`src/rtl/uart_bus_sched.sv`:
```
// uart_bus_sched: register-port master for the UART core. It runs the init
// writes, then polls status and round-robins the port between TX and RX.
//
// Ports:
//   clk_i, rst_ni       clock, async active-low reset
//   stb_o/adr_o/we_o    registered UART bus access, one strobe per access
//   byte_sel_o/wdata_o  byte lanes and write data (zero on idle cycles)
//   rdata_i             UART read data, valid the cycle after a read strobe
//   tx_valid_i/tx_data_i/tx_ready_o   TX byte stream in
//   rx_valid_o/rx_data_o/rx_ready_i   RX byte stream out (one-entry register)
//   cfg_done_o          init writes complete
//   frame_err_o         sticky frame-error flag from status bit 4
module uart_bus_sched #(
    parameter int unsigned DATA_WIDTH = 8,
    parameter logic [15:0] BAUD_DIV   = 16'd868
) (
    input  logic                  clk_i,
    input  logic                  rst_ni,
    output logic                  stb_o,
    output logic [1:0]            adr_o,
    output logic                  we_o,
    output logic [3:0]            byte_sel_o,
    output logic [31:0]           wdata_o,
    input  logic [31:0]           rdata_i,
    input  logic                  tx_valid_i,
    input  logic [DATA_WIDTH-1:0] tx_data_i,
    output logic                  tx_ready_o,
    output logic                  rx_valid_o,
    output logic [DATA_WIDTH-1:0] rx_data_o,
    input  logic                  rx_ready_i,
    output logic                  cfg_done_o,
    output logic                  frame_err_o
);

    localparam logic [1:0] ADR_BAUD = 2'd0;
    localparam logic [1:0] ADR_CTRL = 2'd1;
    localparam logic [1:0] ADR_STAT = 2'd2;
    localparam logic [1:0] ADR_DATA = 2'd3;

    localparam int ST_TX_FULL  = 0;
    localparam int ST_RX_EMPTY = 3;
    localparam int ST_FRAME    = 4;

    typedef enum logic [2:0] {
        INIT_BAUD,
        INIT_CTRL,
        POLL,
        POLL_WAIT,
        TX_WR,
        RX_RD,
        RX_WAIT
    } state_t;

    state_t state;
    state_t state_nxt;

    // run is low only for the first edge after reset so that the
    // INIT_BAUD access is issued in the first cycle after release.
    logic run;

    logic last_tx;
    logic last_tx_nxt;
    logic [4:0] stat_q;
    logic [4:0] status;
    logic tx_elig;
    logic rx_elig;

    logic        stb_d;
    logic [1:0]  adr_d;
    logic        we_d;
    logic [3:0]  bsel_d;
    logic [31:0] wdata_d;

    logic unused_rdata;
    assign unused_rdata = ^rdata_i[31:DATA_WIDTH];

    // Next state and round-robin grant.
    always_comb begin
        state_nxt   = state;
        last_tx_nxt = last_tx;
        status      = stat_q;
        tx_elig     = 1'b0;
        rx_elig     = 1'b0;
        if (run) begin
            unique case (state)
                INIT_BAUD: state_nxt = INIT_CTRL;
                INIT_CTRL: state_nxt = POLL;
                POLL:      state_nxt = POLL_WAIT;
                POLL_WAIT: begin
                    status  = rdata_i[4:0];
                    tx_elig = tx_valid_i & ~status[ST_TX_FULL];
                    rx_elig = ~status[ST_RX_EMPTY] & ~rx_valid_o;
                    if (tx_elig && rx_elig) begin
                        if (last_tx) begin
                            state_nxt   = RX_RD;
                            last_tx_nxt = 1'b0;
                        end else begin
                            state_nxt   = TX_WR;
                            last_tx_nxt = 1'b1;
                        end
                    end else if (tx_elig) begin
                        state_nxt   = TX_WR;
                        last_tx_nxt = 1'b1;
                    end else if (rx_elig) begin
                        state_nxt   = RX_RD;
                        last_tx_nxt = 1'b0;
                    end else begin
                        state_nxt = POLL;
                    end
                end
                TX_WR:   state_nxt = POLL;
                RX_RD:   state_nxt = RX_WAIT;
                RX_WAIT: state_nxt = POLL;
                default: state_nxt = INIT_BAUD;
            endcase
        end
    end

    // Bus access for the state being entered; registered below so it
    // appears during that state's cycle.
    always_comb begin
        stb_d   = 1'b0;
        adr_d   = 2'd0;
        we_d    = 1'b0;
        bsel_d  = 4'd0;
        wdata_d = 32'd0;
        unique case (state_nxt)
            INIT_BAUD: begin
                stb_d   = 1'b1;
                adr_d   = ADR_BAUD;
                we_d    = 1'b1;
                bsel_d  = 4'b0011;
                wdata_d = {16'd0, BAUD_DIV};
            end
            INIT_CTRL: begin
                stb_d   = 1'b1;
                adr_d   = ADR_CTRL;
                we_d    = 1'b1;
                bsel_d  = 4'b0001;
                wdata_d = 32'h3;
            end
            POLL: begin
                stb_d = 1'b1;
                adr_d = ADR_STAT;
            end
            TX_WR: begin
                stb_d   = 1'b1;
                adr_d   = ADR_DATA;
                we_d    = 1'b1;
                bsel_d  = 4'b0001;
                wdata_d = {{(32-DATA_WIDTH){1'b0}}, tx_data_i};
            end
            RX_RD: begin
                stb_d = 1'b1;
                adr_d = ADR_DATA;
            end
            default: ;
        endcase
    end

    assign tx_ready_o = (state == TX_WR) & tx_valid_i;

    always_ff @(posedge clk_i or negedge rst_ni) begin
        if (!rst_ni) begin
            state   <= INIT_BAUD;
            run     <= 1'b0;
            last_tx <= 1'b0;
            stat_q  <= 5'b01010;
        end else begin
            state   <= state_nxt;
            run     <= 1'b1;
            last_tx <= last_tx_nxt;
            stat_q  <= status;
        end
    end

    always_ff @(posedge clk_i or negedge rst_ni) begin
        if (!rst_ni) begin
            stb_o      <= 1'b0;
            adr_o      <= 2'd0;
            we_o       <= 1'b0;
            byte_sel_o <= 4'd0;
            wdata_o    <= 32'd0;
        end else begin
            stb_o      <= stb_d;
            adr_o      <= adr_d;
            we_o       <= we_d;
            byte_sel_o <= bsel_d;
            wdata_o    <= wdata_d;
        end
    end

    always_ff @(posedge clk_i or negedge rst_ni) begin
        if (!rst_ni) begin
            cfg_done_o  <= 1'b0;
            frame_err_o <= 1'b0;
        end else begin
            if (run && state == INIT_CTRL) begin
                cfg_done_o <= 1'b1;
            end
            if (run && state == POLL_WAIT && rdata_i[ST_FRAME]) begin
                frame_err_o <= 1'b1;
            end
        end
    end

    // One-entry RX holding register; a load only happens while empty.
    always_ff @(posedge clk_i or negedge rst_ni) begin
        if (!rst_ni) begin
            rx_valid_o <= 1'b0;
            rx_data_o  <= '0;
        end else if (state == RX_WAIT) begin
            rx_valid_o <= 1'b1;
            rx_data_o  <= rdata_i[DATA_WIDTH-1:0];
        end else if (rx_valid_o && rx_ready_i) begin
            rx_valid_o <= 1'b0;
        end
    end

endmodule

```
`config.mk`:
```
export PLATFORM = sky130hd
export DESIGN_NAME = uart_bus_sched
export DESIGN_NICKNAME = d
export VERILOG_FILES = /design/src/rtl/uart_bus_sched.sv
export SDC_FILE = /design/constraint.sdc
export NUM_CORES = 1
export LEC_CHECK = 0
export BUFFER_PORTS_ARGS = -buffer_cell sky130_fd_sc_hd__clkbuf_2
export CAP_MARGIN = 5
export CORE_MARGIN = 1
export CORE_UTILIZATION = 44
export CTS_CLUSTER_SIZE = 16
export DETAILED_ROUTE_END_ITERATION = 10
export HOLD_SLACK_MARGIN = 0.12
export PLACE_DENSITY_LB_ADDON = 0.12
export SETUP_SLACK_MARGIN = 0.3
export SLEW_MARGIN = 30
export SYNTH_ARGS = -nofsm -noshare
export SYNTH_HDL_FRONTEND = slang
export SYNTH_SLANG_ARGS = --single-unit
export TNS_END_PERCENT = 50
```
`constraint.sdc`:
```
create_clock -name clk_i -period 4.18 [get_ports clk_i]
set_input_delay 0.209 -clock clk_i [delete_from_list [all_inputs] [get_ports clk_i]]
set_output_delay 0.209 -clock clk_i [all_outputs]
set_load 0.005 [all_outputs]
```
==> results.json <==
{
  "synthArstFlopShare_pct": 100,
  "dpl_cell_area_sq_um": 1550,
  "crit_fanout": 14,
  "worstSetupPathType": "in2reg",
  "critPathArrivalTime_ns": 2.13,
  "dp.cells": 203,
  "final_layout_size_suffix_gt1_share_pct": 38.7,
  "ys_seq_area_share_pct": 52.0,
  "setup_ws_ns": 2.28,
  "fin_crit_sh_pct": 45.5,
  "drtIter0Drc": 23,
  "synth_edf_count": 0,
  "worst_setup_path_end_kind": "flop",
  "drt-wirelength-per-cell_microns": 11.1,
  "clock_skew_ns": 0.0109,
  "syn-cell-area_sq_um": 1400,
  "drtAntennaViolNets": 0,
  "rrSetupSlack_ns": 2.40,
  "finalCriticalPeriod_ns": 1.90,
  "required_ns": 4.41,
  "io_pins": 96,
  "slowest_stage": "dlygate4sd3_1",
  "h-tree-depth": 2,
  "setup_viol": 0,
  "grt_max_degree": 30,
  "num_vias": 991,
  "clk_pin_slew_ns": 0.10,
  "antenna_cells": 0,
  "clk_latency_ns": 0.33,
  "placement.io_buffers": 47,
  "hold_ws_ns": 0.155,
  "finish.utilization_pct": 57.6,
  "synthDistinctLibCells": 31,
  "max_stage_delay_ns": 0.53,
  "numCtsBuffers": 5,
  "die_w_microns": 58.3,
  "clockBufferDepth": 2,
  "gr-usage-all-layers_pct": 17.2,
  "avgSynthCellArea_sq_um": 11.6,
  "start_util_pct": 46.1,
  "clock-sinks": 29,
  "grt_pass1_vias": 987,
  "dp_hpwl_microns": 1710,
  "finalHoldViolCount": 0,
  "ir_worst_vdd_uv": 314,
  "max_cap_violations": 0,
  "layout_commonest_cell": "clkbuf_2",
  "ys_warn_count": 0,
  "final_cell_mix": "47 x clkbuf_2, 29 x dfrtp_1, 25 x conb_1, 14 x dlygate4sd3_1, 8 x mux2_2",
  "syn_inst": 120,
  "die-area_sq_um": 3400,
  "final_cells": 225,
  "core-area_sq_um": 3030,
  "syn2layout_area_growth_pct": 25.0,
  "p_leak_nw": 0.873,
  "ys_seq_elements": 29,
  "rsz0062_at_grt": "no",
  "max_freq_mhz": 526,
  "fin_total_pwr_mw": 1.03,
  "cts_resized": 0,
  "final_design_area_no_fill_sq_um": 1740,
  "row_count": 20,
  "power_density_nw_per_um2": 593,
  "grt_pass1_wl_microns": 4300,
  "worstMarginPinSlew_ns": 0.703,
  "antenna_found_initial": 0,
  "gp_congestion": 0.762,
  "outcome": "finished clean",
  "wl_microns": 2500,
  "hold_path.class": "in2reg",
  "max_slew_margin_pct": 53.1,
  "cts-root-buf": "clkbuf_4",
  "startpoint_type": "primary input",
  "path_cells": "dlygate4sd3_1 > clkbuf_2 > nor2_1 > o311ai_0 > a21o_1 > mux2_1",
  "drtPass1Iterations": 4,
  "finalSetupTns_ns": 0,
  "nets": 224,
  "pre_cts_slack_ns": 2.40,
  "cts_tree": "yes",
  "vias_per_cell": 4.40,
  "die_height_microns": 58.3,
  "maxSlewViolCount": 0,
  "synthFlopType": "dfrtp_1",
  "grt.overflow.total": 0,
  "drc_errors": 0
}
-- critical path: cells and delay by family --
kind | cells | cell delay [ns]
buf+inv | 2 | 0.64
mux | 1 | 0.37
compound gates | 2 | 0.53
simple gates | 1 | 0.37
-- final timing paths --
kind | end | start | depth (start not counted)
setup / recovery | adr_o[1] | rdata_i[3] | 6
hold / removal | rx_data_o[0] | rdata_i[0] | 2
setup reg to reg | adr_o[1] | rx_valid_o | 4
hold reg to reg | cfg_done_o | cfg_done_o | 1
max in group asynchronous | rx_data_o[2] | rst_ni | 2
min in group asynchronous | wdata_o[8] | rst_ni | 2
-- Yosys cell counts, types with 2 or more instances --
cell type   n  area share (%)
buf_2       4             1.4
a21o_1      3             1.6
a21oi_1     7             2.5
o211ai_1    2             1.1
nor2b_1     4             1.8
o21ai_0     3             1.1
dfrtp_1    29              52
nor3b_1     4             2.2
inv_1       3            0.81
mux2_2      8             6.5
nor2_1      3            0.81
nor3_1      4             1.4
conb_1      2            0.54
buf_4      27              15
-- where the power goes --
group          internal, mW  switching [mW]  total, mW
clock network        0.0633           0.101      0.165
registers             0.392          0.0712      0.463
logic                 0.203           0.203      0.406
total                 0.658           0.376       1.03
-- sequential cells by signal, indices dropped and copies added (netlist names), 2 cells and up --
name,cells
wdata_o,9
state,3
adr_o,2
rx_data_o,8
-- what timing repair did --
action                                 in CTS  in global routing
endpoints found under the hold margin      43                  0
hold buffers                               14                  0
setup buffers                               0                  0
-- cells by family after synthesis --
group | after synthesis | share of synthesized area (%)
AOI/OAI and AO/OA | 23 | 12.4
muxes | 9 | 7.26
other | 2 | 0.538
DFF | 29 | 52.0
and+or+nand+nor | 22 | 10.6
buffers and inverters | 35 | 17.2
-- layout make-up --
| cell class | count | area, sq um |
|---|---|---|
| sequential | 29 | 726 |
| clock inverter | 3 | 17.5 |
| multi-input combinational | 79 | 515 |
| timing repair buffer | 61 | 375 |
| inverter | 4 | 17.5 |
| tap | 44 | 55.1 |
| fill | 274 | 1280 |
| clock buffer | 5 | 37.5 |
-- layer usage --
| metal | up-vias | share of wire [%] | wire [microns] | track usage, % |
|---|---|---|---|---|
| met3 | 6 | 7.6 | 189 | 6.37 |
| met1 | 458 | 44 | 1090 | 20.9 |
| li1 | 482 | - | - | - |
| met4 | 0 | 2.0 | 49 | 8.16 |
| met5 | - | 0 | 0 | 0 |
| met2 | 45 | 47 | 1170 | 27.4 |
(Power assumes the default switching activity.)
